==> config.mk <==
export PLATFORM = sky130hd
export DESIGN_NAME = spi_frame_receiver
export DESIGN_NICKNAME = d
export VERILOG_FILES = /design/src/rtl/spi_frame_receiver.sv
export SDC_FILE = /design/constraint.sdc
export NUM_CORES = 1
export LEC_CHECK = 0
export ABC_CLOCK_PERIOD_IN_PS = 1600
export BUFFER_PORTS_ARGS = -buffer_cell sky130_fd_sc_hd__buf_4
export CAP_MARGIN = 20
export CORE_ASPECT_RATIO = 1.75
export CORE_UTILIZATION = 51
export DETAILED_ROUTE_END_ITERATION = 10
export HOLD_SLACK_MARGIN = 0.05
export PLACE_DENSITY = 0.74
export SLEW_MARGIN = 20
export SYNTH_ARGS = -nofsm -noshare
export SYNTH_HDL_FRONTEND = slang
export SYNTH_SLANG_ARGS = --single-unit
==> constraint.sdc <==
create_clock -name clk -period 1.6 [get_ports clk]
set_input_delay 0.4 -clock clk [delete_from_list [all_inputs] [get_ports clk]]
set_output_delay 0.4 -clock clk [all_outputs]
set_load 0.01 [all_outputs]
==> src/rtl/spi_frame_receiver.sv <==
// SPI mode-0 frame receiver: synchronises the SPI pins into clk, deserialises
// {rw, addr, data} frames MSB first and hands them out over valid/ready.
// Frames with a wrong bit count, and good frames that arrive while the previous
// one is still unaccepted, are flagged and never delivered.
module spi_frame_receiver #(
  parameter int unsigned SYNC_STAGES = 2,
  parameter int unsigned ADDR_W      = 7,
  parameter int unsigned DATA_W      = 8
) (
  input  logic              clk,
  input  logic              rst,
  input  logic              SCLK,
  input  logic              COPI,
  input  logic              nCS,
  output logic              frame_valid,
  input  logic              frame_ready,
  output logic              frame_rw,
  output logic [ADDR_W-1:0] frame_addr,
  output logic [DATA_W-1:0] frame_data,
  output logic              frame_err,
  output logic              overrun,
  output logic              busy
);

  localparam int unsigned FRAME_BITS = 1 + ADDR_W + DATA_W;
  // Count must reach FRAME_BITS+1 so an over-long frame stays distinguishable.
  localparam int unsigned CNT_W      = $clog2(FRAME_BITS + 2);

  typedef enum logic [1:0] {
    WAIT_IDLE = 2'd0,
    IDLE      = 2'd1,
    RECV      = 2'd2
  } state_t;

  state_t state, state_next;

  logic [SYNC_STAGES-1:0] sclk_ff, copi_ff, ncs_ff;
  logic                   sclk_prev, ncs_prev;
  logic                   sclk_s, copi_s, ncs_s;
  logic                   sclk_rise, ncs_rise, ncs_fall;

  logic [FRAME_BITS-1:0]  shift_reg;
  logic [CNT_W-1:0]       bit_cnt;

  logic                   start_frame, shift_en, frame_good, frame_bad;

  // Equal-depth synchronisers keep SCLK, COPI and nCS aligned with each other.
  always_ff @(posedge clk or posedge rst) begin
    if (rst) begin
      sclk_ff   <= '0;
      copi_ff   <= '0;
      ncs_ff    <= '0;
      sclk_prev <= 1'b0;
      ncs_prev  <= 1'b0;
    end else begin
      sclk_ff   <= {sclk_ff[SYNC_STAGES-2:0], SCLK};
      copi_ff   <= {copi_ff[SYNC_STAGES-2:0], COPI};
      ncs_ff    <= {ncs_ff[SYNC_STAGES-2:0], nCS};
      sclk_prev <= sclk_ff[SYNC_STAGES-1];
      ncs_prev  <= ncs_ff[SYNC_STAGES-1];
    end
  end

  // Synchronised pin values and edge detects.
  always_comb begin
    sclk_s    = sclk_ff[SYNC_STAGES-1];
    copi_s    = copi_ff[SYNC_STAGES-1];
    ncs_s     = ncs_ff[SYNC_STAGES-1];
    sclk_rise = sclk_s & ~sclk_prev;
    ncs_rise  = ncs_s & ~ncs_prev;
    ncs_fall  = ~ncs_s & ncs_prev;
  end

  // State register.
  always_ff @(posedge clk or posedge rst) begin
    if (rst) state <= WAIT_IDLE;
    else     state <= state_next;
  end

  // Next state and per-cycle controls; an SCLK rise coinciding with nCS rise is dropped.
  always_comb begin
    state_next  = state;
    start_frame = 1'b0;
    shift_en    = 1'b0;
    frame_good  = 1'b0;
    frame_bad   = 1'b0;
    case (state)
      WAIT_IDLE: begin
        if (ncs_s) state_next = IDLE;
      end
      IDLE: begin
        if (ncs_fall) begin
          state_next  = RECV;
          start_frame = 1'b1;
        end
      end
      RECV: begin
        if (ncs_rise) begin
          state_next = IDLE;
          if (bit_cnt == CNT_W'(FRAME_BITS)) frame_good = 1'b1;
          else if (bit_cnt != '0)            frame_bad  = 1'b1;
        end else if (sclk_rise) begin
          shift_en = 1'b1;
        end
      end
      default: state_next = WAIT_IDLE;
    endcase
  end

  // Shift register and saturating bit counter.
  always_ff @(posedge clk or posedge rst) begin
    if (rst) begin
      shift_reg <= '0;
      bit_cnt   <= '0;
    end else if (start_frame) begin
      shift_reg <= '0;
      bit_cnt   <= '0;
    end else if (shift_en) begin
      shift_reg <= {shift_reg[FRAME_BITS-2:0], copi_s};
      if (bit_cnt != CNT_W'(FRAME_BITS + 1)) bit_cnt <= bit_cnt + CNT_W'(1);
    end
  end

  // Delivery, handshake, error pulse, sticky overrun and busy flag.
  always_ff @(posedge clk or posedge rst) begin
    if (rst) begin
      frame_valid <= 1'b0;
      frame_rw    <= 1'b0;
      frame_addr  <= '0;
      frame_data  <= '0;
      frame_err   <= 1'b0;
      overrun     <= 1'b0;
      busy        <= 1'b0;
    end else begin
      frame_err <= frame_bad;
      busy      <= (state_next == RECV);
      if (frame_good) begin
        if (!frame_valid || frame_ready) begin
          frame_valid <= 1'b1;
          frame_rw    <= shift_reg[FRAME_BITS-1];
          frame_addr  <= shift_reg[FRAME_BITS-2 -: ADDR_W];
          frame_data  <= shift_reg[DATA_W-1:0];
        end else begin
          overrun <= 1'b1;
        end
      end else if (frame_valid && frame_ready) begin
        frame_valid <= 1'b0;
      end
    end
  end

endmodule

==> metrics.log, run 1 <==
[metrics] result of the run: finished with violations
[metrics] violated checks: setup timing
[metrics] post-synthesis area per instance: 12.3 sq um
[metrics] Gate Count Post-Synth: 169
[metrics] worst slew pin tran: 0.306 ns
[metrics] number of H-tree branching levels: 2
[metrics] yosys synthesis warning count: 0
[metrics] worst skew pair latency: 0.30 ns
[metrics] ANT cells: 0
[metrics] sink count of the clock tree: 51
[metrics] net switching fraction of the power: 0.235
[metrics] Startpoint Class: register
[metrics] global-route wire length before repair: 6480 microns
[metrics] largest fanout on the critical path: 8
[metrics] final critical-path required period: 1.64 ns
[metrics] most common cell after layout, fill and taps aside: sky130_fd_sc_hd__dfrtp_1
[metrics] post-DR vias/cell: 5.37
[metrics] max reg flops: 16
[metrics] data required time of the critical path: 1.79 ns
[metrics] storage element area: 0.00128 sq mm
[metrics] synth unique cells: 31
[metrics] number of DRC violations after detailed-routing iteration 0: 50
[metrics] fmax: 609 MHz
[metrics] worst path setup slack after routing: -0.0420 ns
[metrics] Port-buffer cells: 25
[metrics] global placement routability congestion: 0.884
[metrics] RSZ-0062 raised after global routing: true
[metrics] summed negative setup slack over all endpoints: -0.518 ns
[metrics] CP Class: register to register
[metrics] final hold vios: 0
[metrics] share of total power in the clock network: 0.309
[metrics] pin count of the biggest net entering global routing: 52
[metrics] CTS root buffer: sky130_fd_sc_hd__clkbuf_8
[metrics] CORE AREA: 0.00390 sq mm
[metrics] number of top-level pins: 26
[metrics] worst voltage drop across the vdd grid: 0.000733 V
[metrics] total power per unit cell area: 884 mW/mm^2
[metrics] leading area contributor after synthesis: sky130_fd_sc_hd__dfrtp_1
[metrics] area delta synth->final: 23.7%
[metrics] Final Slew Violations: 0
[metrics] Pre-Repair DR Iteration Count: 4
[metrics] TritonCTS clock tree: done
[metrics] Tot GR Track Use: 0.198
[metrics] Final #Nets: 220
[metrics] share of layout cells above drive strength 1: 0.377
[metrics] net switching power: 535 uW
[metrics] syn_nets: 178
[metrics] count of antenna-violating nets left after detailed routing: 0
[metrics] Max-cap violations: 0
[metrics] post-route fraction of the period consumed by the critical path: 1.03
[metrics] DRC violations left: 0
[metrics] Post-CTS Hold Buffers: 0
[metrics] kind of end point of the critical path: register
[metrics] share of synthesized area occupied by flip-flops and latches: 0.612
[metrics] area occupied by multi-input gates: 778 sq um
[metrics] async set-or-reset flop fraction in the synthesized netlist: 1.00
[metrics] initial antenna violation count: 0
[metrics] Seq cells post-synth: 51
[metrics] routed wirelength normalized by instance count: 14.8 microns
[metrics] total number of vias: 1395
[metrics] Critical Path AT: 1.84 ns
[metrics] cell leakage power: 0.00125 uW
[metrics] Worst Clk Skew: 0.0115 ns
[metrics] Die Ht: 86.6 microns
[metrics] Filler cells: 309
[metrics] die boundary width: 50.3 microns
[metrics] hold slack final: 0.140 ns
[metrics] final design utilization: 0.661
[metrics] grt total ovfl: 0
[metrics] final wirelength: 3860 microns
[metrics] proportion of netlist area held by the largest area contributor: 0.612
[metrics] largest cells by area after synthesis: sky130_fd_sc_hd__dfrtp_1 (61%), sky130_fd_sc_hd__mux2_4 (7.2%), sky130_fd_sc_hd__nand2_1 (6.7%)
[metrics] starting density of the core: 0.534
[metrics] most frequent cells in the layout: sky130_fd_sc_hd__dfrtp_1 (51), sky130_fd_sc_hd__buf_4 (39), sky130_fd_sc_hd__nand2_1 (36)
[metrics] combinational power share: 0.101
[metrics] count of flip-flops with a built-in enable after synthesis: 0
[metrics] internal power: 1740 uW
[metrics] post-detailed-placement half-perimeter wirelength: 2430 microns
[metrics] leading register cell type out of synthesis: sky130_fd_sc_hd__dfrtp_1
[metrics] number of buffers created by CTS: 5
[metrics] std cell rows: 30
[metrics] Reg power frac: 0.589
[metrics] area of the mapped netlist: 0.00208 sq mm
[metrics] setup violation total in the final timing report: 16
[metrics] DIE AREA: 0.00436 sq mm
[metrics] Power Total: 2280 uW
[metrics] via count of the first global-routing pass: 1459
[metrics] class of the worst hold path: input port to asynchronous set/reset pin
[metrics] maximum root-to-sink buffer count: 2
[metrics] Clk pin slew, worst setup/hold paths: 0.09 ns
[metrics] worst-case headroom to the max-slew limit: 0.796
[power groups by stage]
stage                     clock [uW]  sequential, uW  combinational (uW)
after detailed placement           0            1370                 193
after floorplan                    0            1370                 106
after global routing             766            1350                 256
after global placement             0            1360                 181
final                            705            1340                 231
after CTS                        728            1340                 220
[synthesized netlist by cell type (2+ instances only)]
cell and count:
sky130_fd_sc_hd__nand3_1 4, sky130_fd_sc_hd__mux2_2 6, sky130_fd_sc_hd__buf_2 3, sky130_fd_sc_hd__nand2b_1 2, sky130_fd_sc_hd__mux2_4 10, sky130_fd_sc_hd__buf_6 2, sky130_fd_sc_hd__mux2i_1 2, sky130_fd_sc_hd__inv_1 4
sky130_fd_sc_hd__a21oi_1 17, sky130_fd_sc_hd__ha_1 3, sky130_fd_sc_hd__nand2b_4 2, sky130_fd_sc_hd__o21ai_0 5, sky130_fd_sc_hd__dfrtp_1 51, sky130_fd_sc_hd__nor2_1 5, sky130_fd_sc_hd__nand2_1 37
[worst max-delay path, stage by stage, from the launching register on]
cell	delay, ns
sky130_fd_sc_hd__dfrtp_1	0.40
sky130_fd_sc_hd__inv_2	0.09
sky130_fd_sc_hd__ha_4	0.12
sky130_fd_sc_hd__nor3b_4	0.18
sky130_fd_sc_hd__and4_4	0.29
sky130_fd_sc_hd__buf_12	0.15
sky130_fd_sc_hd__mux2_4	0.30
[metal layers]
| layer | share of wire | routed length, microns | global-route usage | vias to the layer above |
|---|---|---|---|---|
| met5 | 0 | 0 | 0 | - |
| li1 | - | - | - | 647 |
| met1 | 0.39 | 1510 | 0.228 | 702 |
| met4 | 0.019 | 73 | 0.0960 | 0 |
| met2 | 0.56 | 2150 | 0.343 | 36 |
| met3 | 0.031 | 121 | 0.0404 | 10 |
[area by class of cell]
cell class,count,share of cell area
clock buffers,6,0.0281
clock inverters,2,0.00485
flip-flops and latches,51,0.495
inverters,4,0.00728
well taps,48,0.0233
repair buffers,42,0.140
multi-input cells,107,0.302
[repair_timing]
action                     4_1_cts  5_1_grt
pin swaps                        2        3
setup buffers                    3        2
gates resized for setup         12        4
hold endpoints to repair         0        0
setup endpoints to repair       16       30
cloned                           1        0
[kinds of logic (layout without fill, tap and decap cells)]
| group | Yosys count | in the layout | synth area share |
|---|---|---|---|
| multiplexers | 18 | 18 | 0.114 |
| adder cells (fa/ha/maj) | 3 | 3 | 0.0180 |
| AND/OR/NAND/NOR | 60 | 60 | 0.148 |
| flip-flops | 51 | 51 | 0.612 |
| AO/OA/AOI/OAI | 24 | 24 | 0.0606 |
| buffers and inverters | 11 | 54 | 0.0384 |
| XOR/XNOR | 2 | 2 | 0.00840 |
[path summary, 6_finish.rpt]
| path | start | to | slack (ns) | depth (start not counted) |
|---|---|---|---|---|
| min in group clk | COPI | copi_ff[0] | 0.21 | 1 |
| min | rst | frame_data[1] | 0.14 | 3 |
| max in group asynchronous | rst | busy | 1.21 | 3 |
| max | bit_cnt[0] | frame_addr[3] | -0.04 | 6 |
| max reg2reg | bit_cnt[0] | frame_addr[3] | -0.04 | 6 |
| min reg2reg | copi_ff[0] | copi_ff[1] | 0.36 | 0 |
[stage by stage]
stage	worst slack (ns)	area (sq um)	instances
floorplan	-0.0553	2090	169
global placement	0.000435	2380	246
detailed placement	-0.0994	2380	246
CTS	-0.0431	2550	258
global route	-0.0997	2580	260
finish	-0.0420	2580	260
(Power assumes the default switching activity.)
==> inputs of run 2 (changes only) <==
Settings changed: ABC_AREA set to 1, REMOVE_ABC_BUFFERS set to 1.
==> metrics.log, run 2 <==
[metrics] result of the run: completed (was finished with violations)
[metrics] Seq cells post-synth: 51 (unchanged)
[metrics] worst-case headroom to the max-slew limit: 0.768 (was 0.796)
[metrics] most common library cells after synthesis: sky130_fd_sc_hd__nand2_1 (70), sky130_fd_sc_hd__dfrtp_1 (51), sky130_fd_sc_hd__nand3_1 (40) (was sky130_fd_sc_hd__dfrtp_1 (51), sky130_fd_sc_hd__nand2_1 (37), sky130_fd_sc_hd__a21oi_1 (17))
[metrics] fmax: 682 MHz (was 609 MHz)
[metrics] peak per-stage delay on the critical path: 0.43 ns (was 0.40 ns)
[metrics] Crit Reg-Reg Endpoint: frame_data[1] (was frame_addr[3])
[metrics] yosys synthesis warning count: 0 (unchanged)
[metrics] total power per unit cell area: 1020 mW/mm^2 (was 884 mW/mm^2)
[metrics] Critical Path AT: 1.70 ns (was 1.84 ns)
[metrics] length in cells of the worst reg-to-reg path: 7 (was 6)
[metrics] final critical-path required period: 1.47 ns (was 1.64 ns)
[metrics] post-detailed-placement half-perimeter wirelength: 2620 microns (was 2430 microns)
[metrics] area delta synth->final: 14.4% (was 23.7%)
[metrics] worst skew pair latency: 0.30 ns (about the same)
[metrics] starting density of the core: 0.527 (was 0.534)
[metrics] post-synthesis area per instance: 9.55 sq um (was 12.3 sq um)
[metrics] count of antenna-violating nets left after detailed routing: 0 (unchanged)
[metrics] TritonCTS clock tree: done (unchanged)
[metrics] dpl cells: 295 (was 246)
[metrics] Max-cap violations: 0 (unchanged)
[metrics] std cell rows: 31 (was 30)
[metrics] synth unique cells: 23 (was 31)
[metrics] CP Class: register to register (unchanged)
[metrics] most frequent cells in the layout: sky130_fd_sc_hd__nand2_1 (70), sky130_fd_sc_hd__dfrtp_1 (50), sky130_fd_sc_hd__nand3_1 (40) (was sky130_fd_sc_hd__dfrtp_1 (51), sky130_fd_sc_hd__buf_4 (39), sky130_fd_sc_hd__nand2_1 (36))
[metrics] die boundary width: 51.3 microns (was 50.3 microns)
[metrics] Post-CTS Hold Buffers: 0 (unchanged)
[metrics] final design utilization: 0.603 (was 0.661)
[metrics] largest cells by area after synthesis: sky130_fd_sc_hd__dfrtp_1 (59%), sky130_fd_sc_hd__nand2_1 (12%), sky130_fd_sc_hd__nand3_1 (9.2%) (was sky130_fd_sc_hd__dfrtp_1 (61%), sky130_fd_sc_hd__mux2_4 (7.2%), sky130_fd_sc_hd__nand2_1 (6.7%))
[metrics] worst path bufs/invs: 2 (unchanged)
[metrics] Cell Count, Final, Fillers Out: 303 (was 260)
[metrics] count of flip-flops with a built-in enable after synthesis: 0 (unchanged)
[metrics] RSZ-0062 raised after global routing: false (was true)
[metrics] maximum root-to-sink buffer count: 2 (unchanged)
[metrics] DRC violations left: 0 (unchanged)
[metrics] Reg-to-Reg Start: bit_cnt[1] (was bit_cnt[0])
[metrics] slowest stage cell on the critical path: sky130_fd_sc_hd__dfrtp_1 (unchanged)
[metrics] met2 capacity usage during global routing: 0.331 (was 0.343)
[metrics] post-route fraction of the period consumed by the critical path: 0.916 (was 1.03)
[metrics] share of layout cells above drive strength 1: 0.201 (was 0.377)
[metrics] Power Total: 2540 uW (was 2280 uW)
[metrics] DIE AREA: 0.00453 sq mm (was 0.00436 sq mm)
[metrics] Filler cells: 382 (was 309)
[metrics] Pre-Repair DR Iteration Count: 4 (unchanged)
[metrics] number of buffers created by CTS: 5 (unchanged)
[metrics] largest fanout on the critical path: 12 (was 8)
[metrics] proportion of netlist area held by the largest area contributor: 0.589 (was 0.612)
[metrics] hold slack final: 0.0511 ns (was 0.140 ns)
[metrics] CTS root buffer: sky130_fd_sc_hd__clkbuf_8 (unchanged)
[metrics] global-route met1 utilization: 0.219 (was 0.228)
[metrics] Worst Clk Skew: 0.00881 ns (was 0.0115 ns)
[metrics] area occupied by multi-input gates: 773 sq um (was 778 sq um)
[metrics] sink count of the clock tree: 51 (unchanged)
[metrics] highest-utilization routing layer at the global route stage: met2 (unchanged)
[metrics] number of DRC violations after detailed-routing iteration 0: 37 (was 50)
[metrics] leading register cell type out of synthesis: sky130_fd_sc_hd__dfrtp_1 (unchanged)
[metrics] ordered cell list for the critical path: inv_1, ha_1, nand3_4, nor2_8, buf_4, nand3_1, nand2_1 (was inv_2, ha_4, nor3b_4, and4_4, buf_12, mux2_4)
[metrics] Final #Nets: 262 (was 220)
[metrics] Clk pin slew, worst setup/hold paths: 0.09 ns (about the same)
[metrics] met3 demand-to-capacity share in global routing: 0.0361 (was 0.0404)
[metrics] most repeated cell in the gate-level netlist after synthesis: sky130_fd_sc_hd__nand2_1 (was sky130_fd_sc_hd__dfrtp_1)
[metrics] cell leakage power: 0.00127 uW (was 0.00125 uW)
[metrics] final wirelength: 3610 microns (was 3860 microns)
[metrics] routed wirelength normalized by instance count: 11.9 microns (was 14.8 microns)
[metrics] Final Slew Violations: 0 (unchanged)
[metrics] pin count of the biggest net entering global routing: 38 (was 52)
[metrics] storage element area: 0.00128 sq mm (about the same)
[metrics] via count of the first global-routing pass: 1478 (was 1459)
[metrics] R2R Setup Slk: 0.13 ns (was -0.04 ns)
[metrics] share of synthesized area occupied by flip-flops and latches: 0.589 (was 0.612)
[metrics] Port-buffer cells: 25 (unchanged)
[metrics] ANT cells: 0 (unchanged)
[metrics] setup violation total in the final timing report: 0 (was 16)
[metrics] global-route wire length before repair: 6380 microns (was 6480 microns)
[metrics] initial antenna violation count: 0 (unchanged)
[metrics] number of top-level pins: 26 (unchanged)
[metrics] Tot GR Track Use: 0.189 (was 0.198)
[metrics] CORE AREA: 0.00411 sq mm (was 0.00390 sq mm)
[metrics] final hold vios: 0 (unchanged)
[metrics] Die Ht: 88.3 microns (was 86.6 microns)
[metrics] async set-or-reset flop fraction in the synthesized netlist: 1.00 (unchanged)
[metrics] Gate Count Post-Synth: 227 (was 169)
[metrics] number of H-tree branching levels: 2 (unchanged)
[metrics] global placement routability congestion: 0.823 (was 0.884)
[metrics] max reg flops: 16 (unchanged)
[metrics] Top Family by Delay on Critical Path: simple AND/OR/NAND/NOR gates (unchanged)
[metrics] most common cell after layout, fill and taps aside: sky130_fd_sc_hd__nand2_1 (was sky130_fd_sc_hd__dfrtp_1)
[metrics] class of the worst hold path: input port to asynchronous set/reset pin (unchanged)
[metrics] kind of end point of the critical path: register (unchanged)
[metrics] area of the mapped netlist: 0.00217 sq mm (was 0.00208 sq mm)
[metrics] grt total ovfl: 0 (unchanged)
[metrics] post-DR vias/cell: 5.20 (was 5.37)
[metrics] leading area contributor after synthesis: sky130_fd_sc_hd__dfrtp_1 (unchanged)
[metrics] Startpoint Class: register (unchanged)
[metrics] worst slew pin tran: 0.347 ns (was 0.306 ns)
[metrics] total number of vias: 1576 (was 1395)
[metrics] data required time of the critical path: 1.84 ns (was 1.79 ns)
[metrics] worst voltage drop across the vdd grid: 0.000854 V (was 0.000733 V)
[run 2: cell types whose count changed in the layout (fill, tap and decap cells not counted), moves of 3 or more]
cell                      change
sky130_fd_sc_hd__nand3_1     +37
sky130_fd_sc_hd__nand2_1     +34
sky130_fd_sc_hd__mux2_4      -16
sky130_fd_sc_hd__a21oi_1     -15
sky130_fd_sc_hd__o21ai_1     +15
sky130_fd_sc_hd__buf_4       -11
sky130_fd_sc_hd__inv_1       +10
sky130_fd_sc_hd__o21ai_0      -4
sky130_fd_sc_hd__nor2_4       +3
[run 2: routing by layer]
metal / vias up / share of wire
met1: 756 / 0.42
met4: 0 / 0.019
met2: 25 / 0.53
met3: 7 / 0.029
li1: 788 / -
met5: - / 0
[run 2: through the flow]
step / setup slack, ns / setup TNS [ns] / instance area (sq um)
floorplan: -0.238 / -2.79 / 2100
global placement: 0.129 / 0 / 2390
detailed placement: 0.126 / 0 / 2390
CTS: 0.106 / 0 / 2480
global route: 0.0181 / 0 / 2480
finish: 0.134 / 0 / 2480
[run 2: cell type report]
cell class              count  share of cell area
clock buffers               6              0.0293
clock inverters             2             0.00505
inverters                  14              0.0212
multi-input cells         152               0.312
flip-flops and latches     51               0.515
well taps                  49              0.0247
repair buffers             29              0.0928
[run 2: timing repair]
action	4_1_cts	5_1_grt
gates resized for setup	0	1
setup buffers	0	0
setup endpoints to repair	0	4
[run 2: cell families (layout without fill, tap and decap cells)]
group	after synthesis	in the layout	share of synthesized area
flops	51	51	0.589
simple gates	129	129	0.289
compound gates	19	19	0.0462
buf+inv	24	51	0.0548
fa+ha+maj	3	3	0.0173
xor+xnor	1	1	0.00404
[run 2: worst max-delay path by stage]
stage                     slack, ns            end       start  cells after the start
final                          0.13  frame_data[1]  bit_cnt[1]                      7
after global routing           0.02  frame_data[0]  bit_cnt[0]                      7
after CTS                      0.11  frame_data[1]  bit_cnt[0]                      7
after detailed placement       0.13  frame_data[1]  bit_cnt[0]                      7
after global placement         0.13  frame_data[1]  bit_cnt[0]                      7
after floorplan               -0.24     bit_cnt[3]    state[0]                      6
[run 2: report_power, final]
part           leakage, uW  internal [uW]  switching, uW  total, uW
logic             0.000548            134            233        367
registers         0.000682           1370           94.3       1460
clock network    0.0000412            306            404        710
total              0.00127           1810            732       2540
